[src/rtl/adam_pause_seq.sv]
// adam_pause_seq: pauses targets in ascending order, resumes them descending.
// Define ADAM_PAUSE_SEQ_TIMEOUT_EN to add a sticky per-target watchdog on err.
module adam_pause_seq #(
  parameter int NO_TARGETS = 2,
  parameter int TIMEOUT    = 1024
) (
  input  logic                  clk,
  input  logic                  rst,
  input  logic                  pause_req,
  output logic                  pause_ack,
  output logic [NO_TARGETS-1:0] tgt_req,
  input  logic [NO_TARGETS-1:0] tgt_ack,
  output logic                  err
);

  localparam int IW = (NO_TARGETS > 1) ? $clog2(NO_TARGETS) : 1;
  localparam logic [IW-1:0] LAST = IW'(NO_TARGETS - 1);

  typedef enum logic [1:0] {
    RUN,
    PAUSING,
    PAUSED,
    RESUMING
  } state_t;

  state_t                  state_q, state_d;
  logic [IW-1:0]           idx_q, idx_d;
  logic [IW-1:0]           idx_inc, idx_dec;
  logic                    ack_q, ack_d;
  logic [NO_TARGETS-1:0]   req_q, req_d;

  assign idx_inc = idx_q + 1'b1;
  assign idx_dec = idx_q - 1'b1;

  always_comb begin
    state_d = state_q;
    idx_d   = idx_q;
    ack_d   = ack_q;
    req_d   = req_q;
    unique case (state_q)
      RUN: begin
        if (pause_req) begin
          idx_d    = '0;
          req_d[0] = 1'b1;
          state_d  = PAUSING;
        end
      end
      PAUSING: begin
        if (tgt_ack[idx_q]) begin
          if (idx_q == LAST) begin
            ack_d   = 1'b1;
            state_d = PAUSED;
          end else begin
            idx_d          = idx_inc;
            req_d[idx_inc] = 1'b1;
          end
        end
      end
      PAUSED: begin
        // A request dropped early is only honoured once fully paused
        if (!pause_req) begin
          req_d[LAST] = 1'b0;
          idx_d       = LAST;
          state_d     = RESUMING;
        end
      end
      RESUMING: begin
        if (!tgt_ack[idx_q]) begin
          if (idx_q == '0) begin
            ack_d   = 1'b0;
            state_d = RUN;
          end else begin
            idx_d          = idx_dec;
            req_d[idx_dec] = 1'b0;
          end
        end
      end
      default: state_d = RUN;
    endcase
  end

  always_ff @(posedge clk or posedge rst) begin
    if (rst) begin
      state_q <= RUN;
      idx_q   <= '0;
      ack_q   <= 1'b0;
      req_q   <= '0;
    end else begin
      state_q <= state_d;
      idx_q   <= idx_d;
      ack_q   <= ack_d;
      req_q   <= req_d;
    end
  end

  assign pause_ack = ack_q;
  assign tgt_req   = req_q;

`ifdef ADAM_PAUSE_SEQ_TIMEOUT_EN
  localparam int CW = $clog2(TIMEOUT + 1);
  localparam logic [CW-1:0] TMAX = CW'(TIMEOUT);

  logic [CW-1:0] cnt_q, cnt_d;
  logic          err_q, err_d;
  logic          waiting;

  assign waiting = (state_q == PAUSING) || (state_q == RESUMING);

  // Restart the wait on every step of the sequence; saturate at the limit
  always_comb begin
    cnt_d = cnt_q;
    err_d = err_q;
    if ((state_d != state_q) || (idx_d != idx_q)) begin
      cnt_d = '0;
    end else if (waiting && (cnt_q != TMAX)) begin
      cnt_d = cnt_q + 1'b1;
    end
    if (cnt_d == TMAX) begin
      err_d = 1'b1;
    end
  end

  always_ff @(posedge clk or posedge rst) begin
    if (rst) begin
      cnt_q <= '0;
      err_q <= 1'b0;
    end else begin
      cnt_q <= cnt_d;
      err_q <= err_d;
    end
  end

  assign err = err_q;
`else
  logic unused_timeout;
  assign unused_timeout = (TIMEOUT > 0);
  assign err = 1'b0;
`endif

endmodule

[config.mk]
export PLATFORM = sky130hd
export DESIGN_NAME = adam_pause_seq
export DESIGN_NICKNAME = d
export VERILOG_FILES = /design/src/rtl/adam_pause_seq.sv
export SDC_FILE = /design/constraint.sdc
export NUM_CORES = 1
export LEC_CHECK = 0
export CORE_AREA = 3 3 40 42
export DETAILED_ROUTE_END_ITERATION = 12
export DIE_AREA = 0 0 43 45
export PLACE_DENSITY_LB_ADDON = 0.08
export SLEW_MARGIN = 25
export SYNTH_ARGS = -nofsm -noshare
export SYNTH_HDL_FRONTEND = slang
export SYNTH_SLANG_ARGS = --single-unit
[constraint.sdc]
create_clock -name clk -period 5.9 [get_ports clk]
set_clock_uncertainty 0.15 [all_clocks]
set_input_delay 1.18 -clock clk [delete_from_list [all_inputs] [get_ports clk]]
set_output_delay 1.18 -clock clk [all_outputs]
set_load 0.02 [all_outputs]
Word-level counts from Yosys, hierarchy flattened
Index checks and enable logic that the tools add are counted.
{"block": "totals", "regBits": 6, "input_bits": 5, "out_inout_bits": 4}
{"block": "op_classes", "n_addsub": 2, "n_lt_le_gt_ge": 5, "n_eq_ne": 11, "muxes": 33, "n_bitwise": 3, "reduce_logical": 11}
{"operator": "2-to-1 mux 2 bit", "n": 10}
{"operator": "AND reduction 6 bit", "n": 3}
{"operator": "2-to-1 mux 1 bit", "n": 16}
{"operator": "!= test 2 bit (second input constant)", "n": 8}
{"operator": "one-hot mux 2 bit (4 select lines)", "n": 1}
{"operator": "< comparator 1 x 2 -> 1 bit (second input constant)", "n": 3}
{"operator": "one-hot mux 1 bit (3 select lines)", "n": 2}
{"operator": "nonzero test 3 bit", "n": 2}
{"operator": "AND reduction 5 bit", "n": 1}
{"operator": "equality test 2 bit (second input constant)", "n": 2}
{"operator": "one-hot mux 1 bit (4 select lines)", "n": 1}
{"operator": "AND reduction 4 bit", "n": 1}
{"operator": "bitwise AND 2 bit", "n": 1}
{"operator": "demux 1 bit (select 1 bit)", "n": 2}
{"operator": "equality test 2 x 1 -> 1 bit (second input constant)", "n": 1}
{"operator": "greater-or-equal comparator 1 bit (second input constant)", "n": 2}
{"operator": "logical AND 1 bit", "n": 2}
{"operator": "zero test 2 bit", "n": 1}
{"operator": "inverter 2 bit", "n": 1}
{"operator": "bitwise OR 2 bit", "n": 1}
{"operator": "one-hot mux 1 bit (2 select lines)", "n": 1}
{"operator": "nonzero test 2 bit", "n": 1}
{"operator": "adder 1 bit (second input constant)", "n": 1}
{"operator": "subtractor 1 bit (second input constant)", "n": 1}

Longest topological paths before layout
Gate-level depths: netlist of run 1.
{"block": "logic_depth", "depth_word": 10, "mapped_depth": 7}

Worst setup path after synthesis of run 1
OpenSTA, ideal clock, no wires.
{"block": "synth_path", "path_type": "input port to flip-flop", "startpoint": "input port tgt_ack[0]", "endpoint": "register req_q[0] (netlist: tgt_req[0])", "arrival_time_ns": 2.108, "required_ns": 5.622, "slack_ns": 3.514, "path_stages": 4, "path_cell_list": "nor4_1 -> nor4_2 -> nor3_1 -> mux2_1"}
{"block": "synth_via", "elab_chain_cells": 4}
{"item": "from (decl)", "line_no": "12", "text": "input logic [NO_TARGETS-1:0] tgt_ack,"}
{"item": "2-to-1 mux 1 bit (implied by the code) (*) (2 in a row)", "line_no": "49, 68"}
{"item": "!= test 2 bit (no source line)"}
{"item": "AND reduction 6 bit (no source line) (*)"}
{"item": "to (signal assigned)", "line_no": "92", "text": "req_q <= req_d;"}
{"item": "to (decl)", "line_no": "30", "text": "logic [NO_TARGETS-1:0] req_q, req_d;"}
Every way passes the cells marked *; elsewhere a longest branch is shown, timed or not. The select of a mux whose other input is x is not followed.
A chain may end at the register's enable or synchronous reset.

Worst setup path in the final report of run 1
Ends and elaborated chain as after synthesis.

==> results of run 1 <==
## flip-flops by register name (all words and copies together), names as in the netlist
signal and cells:
idx_q 1, pause_ack 1, state_q 2, tgt_req 2
## cells in the mapped netlist, drive strengths merged
master,instances
nor3b,2
or4,1
o22ai,1
nor2,2
nor3,2
conb,1
o22a,1
mux2i,4
o21ai,2
a21oi,2
nand2b,1
mux2,3
a22oi,1
nand2,1
dfrtp,6
a31oi,1
inv,4
clkbuf,1
ha,7
nor4b,1
and2b,1
nor2b,2
buf,2
nor4,2
nand3,1
a2111oi,1
## worst reg2reg max path: cells and delay by family (launching register included)
family	cells	cell delay, ns
flops	1	0.42
simple gates	3	0.67
fa+ha+maj	1	0.35
mux	1	0.32
buf+inv	1	0.14
## kinds of logic (layout without fill, tap and decap cells)
family / after synthesis / in the layout / share of synthesized area [%]
other: 1 / 1 / 0.717
flip-flops: 6 / 6 / 28.7
AO/OA/AOI/OAI: 9 / 9 / 12.2
adder cells (fa/ha/maj): 7 / 7 / 16.7
multiplexers: 7 / 7 / 14.1
AND/OR/NAND/NOR: 16 / 16 / 19.6
buffers and inverters: 7 / 14 / 7.89
## area by class of cell
type	instances	area, um^2
Clock buffer	3	22.5
Fill cell	135	677
Inverter	4	15.0
Multi-Input combinational cell	40	332
Sequential cell	6	150
Tap cell	15	18.8
Timing Repair Buffer	7	70.1
## per-layer routing
| layer | part of all wire, % | GRT usage (%) |
|---|---|---|
| met1 | 54 | 16.7 |
| met2 | 37 | 15.0 |
| met3 | 5.3 | 3.59 |
| met4 | 3.7 | 10.8 |
| met5 | 0 | 0 |
## through the flow
stage / worst slack (ns) / util, % / area [um^2] / total power (uW) / hold WS [ns]
2_1_floorplan: 3.51 / - / 523 / 272 / 0.392
3_3_place_gp: 2.95 / 45.6 / 586 / 320 / 0.355
3_5_place_dp: 2.93 / 45.6 / 586 / 320 / 0.367
4_1_cts: 3.19 / 47.3 / 608 / 361 / 0.378
5_1_grt: 3.02 / 47.3 / 608 / 395 / 0.400
6_report: 3.19 / 47.3 / 608 / 357 / 0.370
## power by group
| group | switching, uW | internal (uW) | total, uW |
|---|---|---|---|
| Combinational | 114 | 111 | 226 |
| Sequential | 28.3 | 62.9 | 91.2 |
| Clock | 17.0 | 23.2 | 40.1 |
## final timing paths
check | slack [ns] | endpoint | depth (start not counted)
setup / recovery | 3.19 | tgt_req[0]$_DFFE_PP0P_ | 5
hold / removal | 0.37 | tgt_req[0]$_DFFE_PP0P_ | 1
setup reg to reg | 3.74 | tgt_req[0]$_DFFE_PP0P_ | 6
hold reg to reg | 0.37 | tgt_req[0]$_DFFE_PP0P_ | 1
max in group asynchronous | 4.38 | pause_ack$_DFFE_PP0P_ | 2
min in group asynchronous | 1.00 | tgt_req[0]$_DFFE_PP0P_ | 2
==> impl_metrics.py, run 1 <==
metrics = {
    "global_route": {
        "grt_pass1_wl_um": 1650,
        "grt_pass1_vias": 365,
        "grt_max_degree": 14,
        "antenna_found_initial": 0,
        "grt_util_all_layers_pct": 12.1,
        "grt_overflow_total": 0,
    },
    "setup_path": {
        "startpoint": "tgt_ack[0]",
        "crit_chain": "clkdlybuf4s50_1 -> nor4b_1 -> nor4_2 -> nor3_1 -> mux2_1",
        "arrival_ns": 2.70,
        "end_kind": "register",
        "worstPathMaxFanout": 4,
        "slowest_stage": "clkdlybuf4s50_1",
        "worstSetupPathType": "in -> reg",
        "slowest_delay_ns": 0.52,
        "crit-reg2reg-launch": "state_q[1]$_DFFE_PP0P_",
        "critPathTopFamily": "simple AND/OR/NAND/NOR gates",
        "critical_path_buf_inv_count": 1,
        "critPathLaunchType": "primary input",
        "crit_required_ns": 5.89,
    },
    "clock_network": {
        "postCtsSetupBuffers": 0,
        "clock_sinks": 6,
        "clk_latency_ns": 0.25,
        "numCtsBuffers": 3,
        "cts-resized-gates": 0,
        "cts-root-buf": "clkbuf_4",
        "hold_buffers": 0,
        "h-tree-depth": 1,
        "cts_buffer_depth": 2,
        "cts_tree": "done",
        "clkTransAtPathRegs_ns": 0.05,
    },
    "synth": {
        "syn_nets": 65,
        "synth_seq_cells": 6,
        "ys_seq_area_share_pct": 28.7,
        "synth_cell_types": 28,
        "syn_inst": 53,
        "syn_area_per_cell_um2": 9.87,
        "yosysTopAreaCellShare_pct": 28.7,
        "netlist_area_um2": 523,
        "synthTopCellsByArea": "dfrtp_1 (29%), ha_1 (17%), mux2i_1 (7.7%)",
        "ys.warnings.count": 0,
        "synth_top_area_cell": "dfrtp_1",
    },
    "placed_design": {
        "post-place-cells": 72,
        "place_congestion": 0.700,
        "dp_hpwl_um": 728,
        "port_buffers": 7,
    },
    "die": {
        "placementRows": 13,
        "die_h_um": 45,
        "num_io_pins": 9,
        "start_util_pct": 40.7,
        "die_w_um": 43,
        "die-area_um2": 1940,
        "design.core.area_um2": 1280,
    },
    "layout": {
        "diodes": 0,
        "finalNonFillerCells": 75,
        "drive_gt1_share_pct": 8.33,
        "syn_to_final_growth_pct": 16.3,
        "final_cell_mix": "ha_1 (7), clkdlybuf4s50_1 (7), dfrtp_1 (6), inv_1 (4), mux2i_1 (4)",
        "final_nets": 74,
    },
    "routing": {
        "drc": 0,
        "drtIter0Drc": 11,
        "route.final.wire_length_um": 978,
        "vias_per_cell": 5.27,
        "wl_per_cell_um": 13.0,
        "vias": 395,
        "ant_nets": 0,
        "dr.pass1.iters": 4,
    },
    "timing": {
        "setup_violations": 0,
        "final_max_slew_viol_count": 0,
        "fin_crit_sh_pct": 46.0,
        "hold_viol_final": 0,
        "rsz0062_at_grt": "no",
        "max_freq_mhz": 369,
        "fin_crit_ns": 2.71,
        "setup_tns_ns": 0,
    },
    "job": {
        "cap_violations": 0,
    },
    "min_path": {
        "min_from": "tgt_req[0]$_DFFE_PP0P_",
        "worstHoldPathType": "reg -> reg",
    },
    "pwr": {
        "ir_worst_vdd_uv": 227,
        "leakagePower_uw": 0.000269,
        "power_density_nw_per_um2": 587,
    },
    "status": {
        "status": "completed",
    },
}
Note: power is estimated with default switching activity, not from simulation.
==> inputs of run 2 (changes only) <==
==> constraint.sdc (replaced) <==
create_clock -name clk -period 2.4 [get_ports clk]
set_clock_uncertainty 0.15 [all_clocks]
set_input_delay 0.48 -clock clk [delete_from_list [all_inputs] [get_ports clk]]
set_output_delay 0.48 -clock clk [all_outputs]
set_load 0.02 [all_outputs]
==> results of run 2 <==
The final DEF is identical to that of run 1. Status: completed.
Among the figures that moved: setup slack after placement 2.93 ns -> 0.127 ns; setup slack after layout 3.19 ns -> 0.242 ns; hold slack 0.370 ns -> 0.304 ns; start point of the critical path tgt_ack[0] -> state_q[1]$_DFFE_PP0P_; register-to-register setup slack 3.74 ns -> 0.24 ns; total power 357 uW -> 877 uW; worst IR drop on VDD 227 uV -> 558 uV
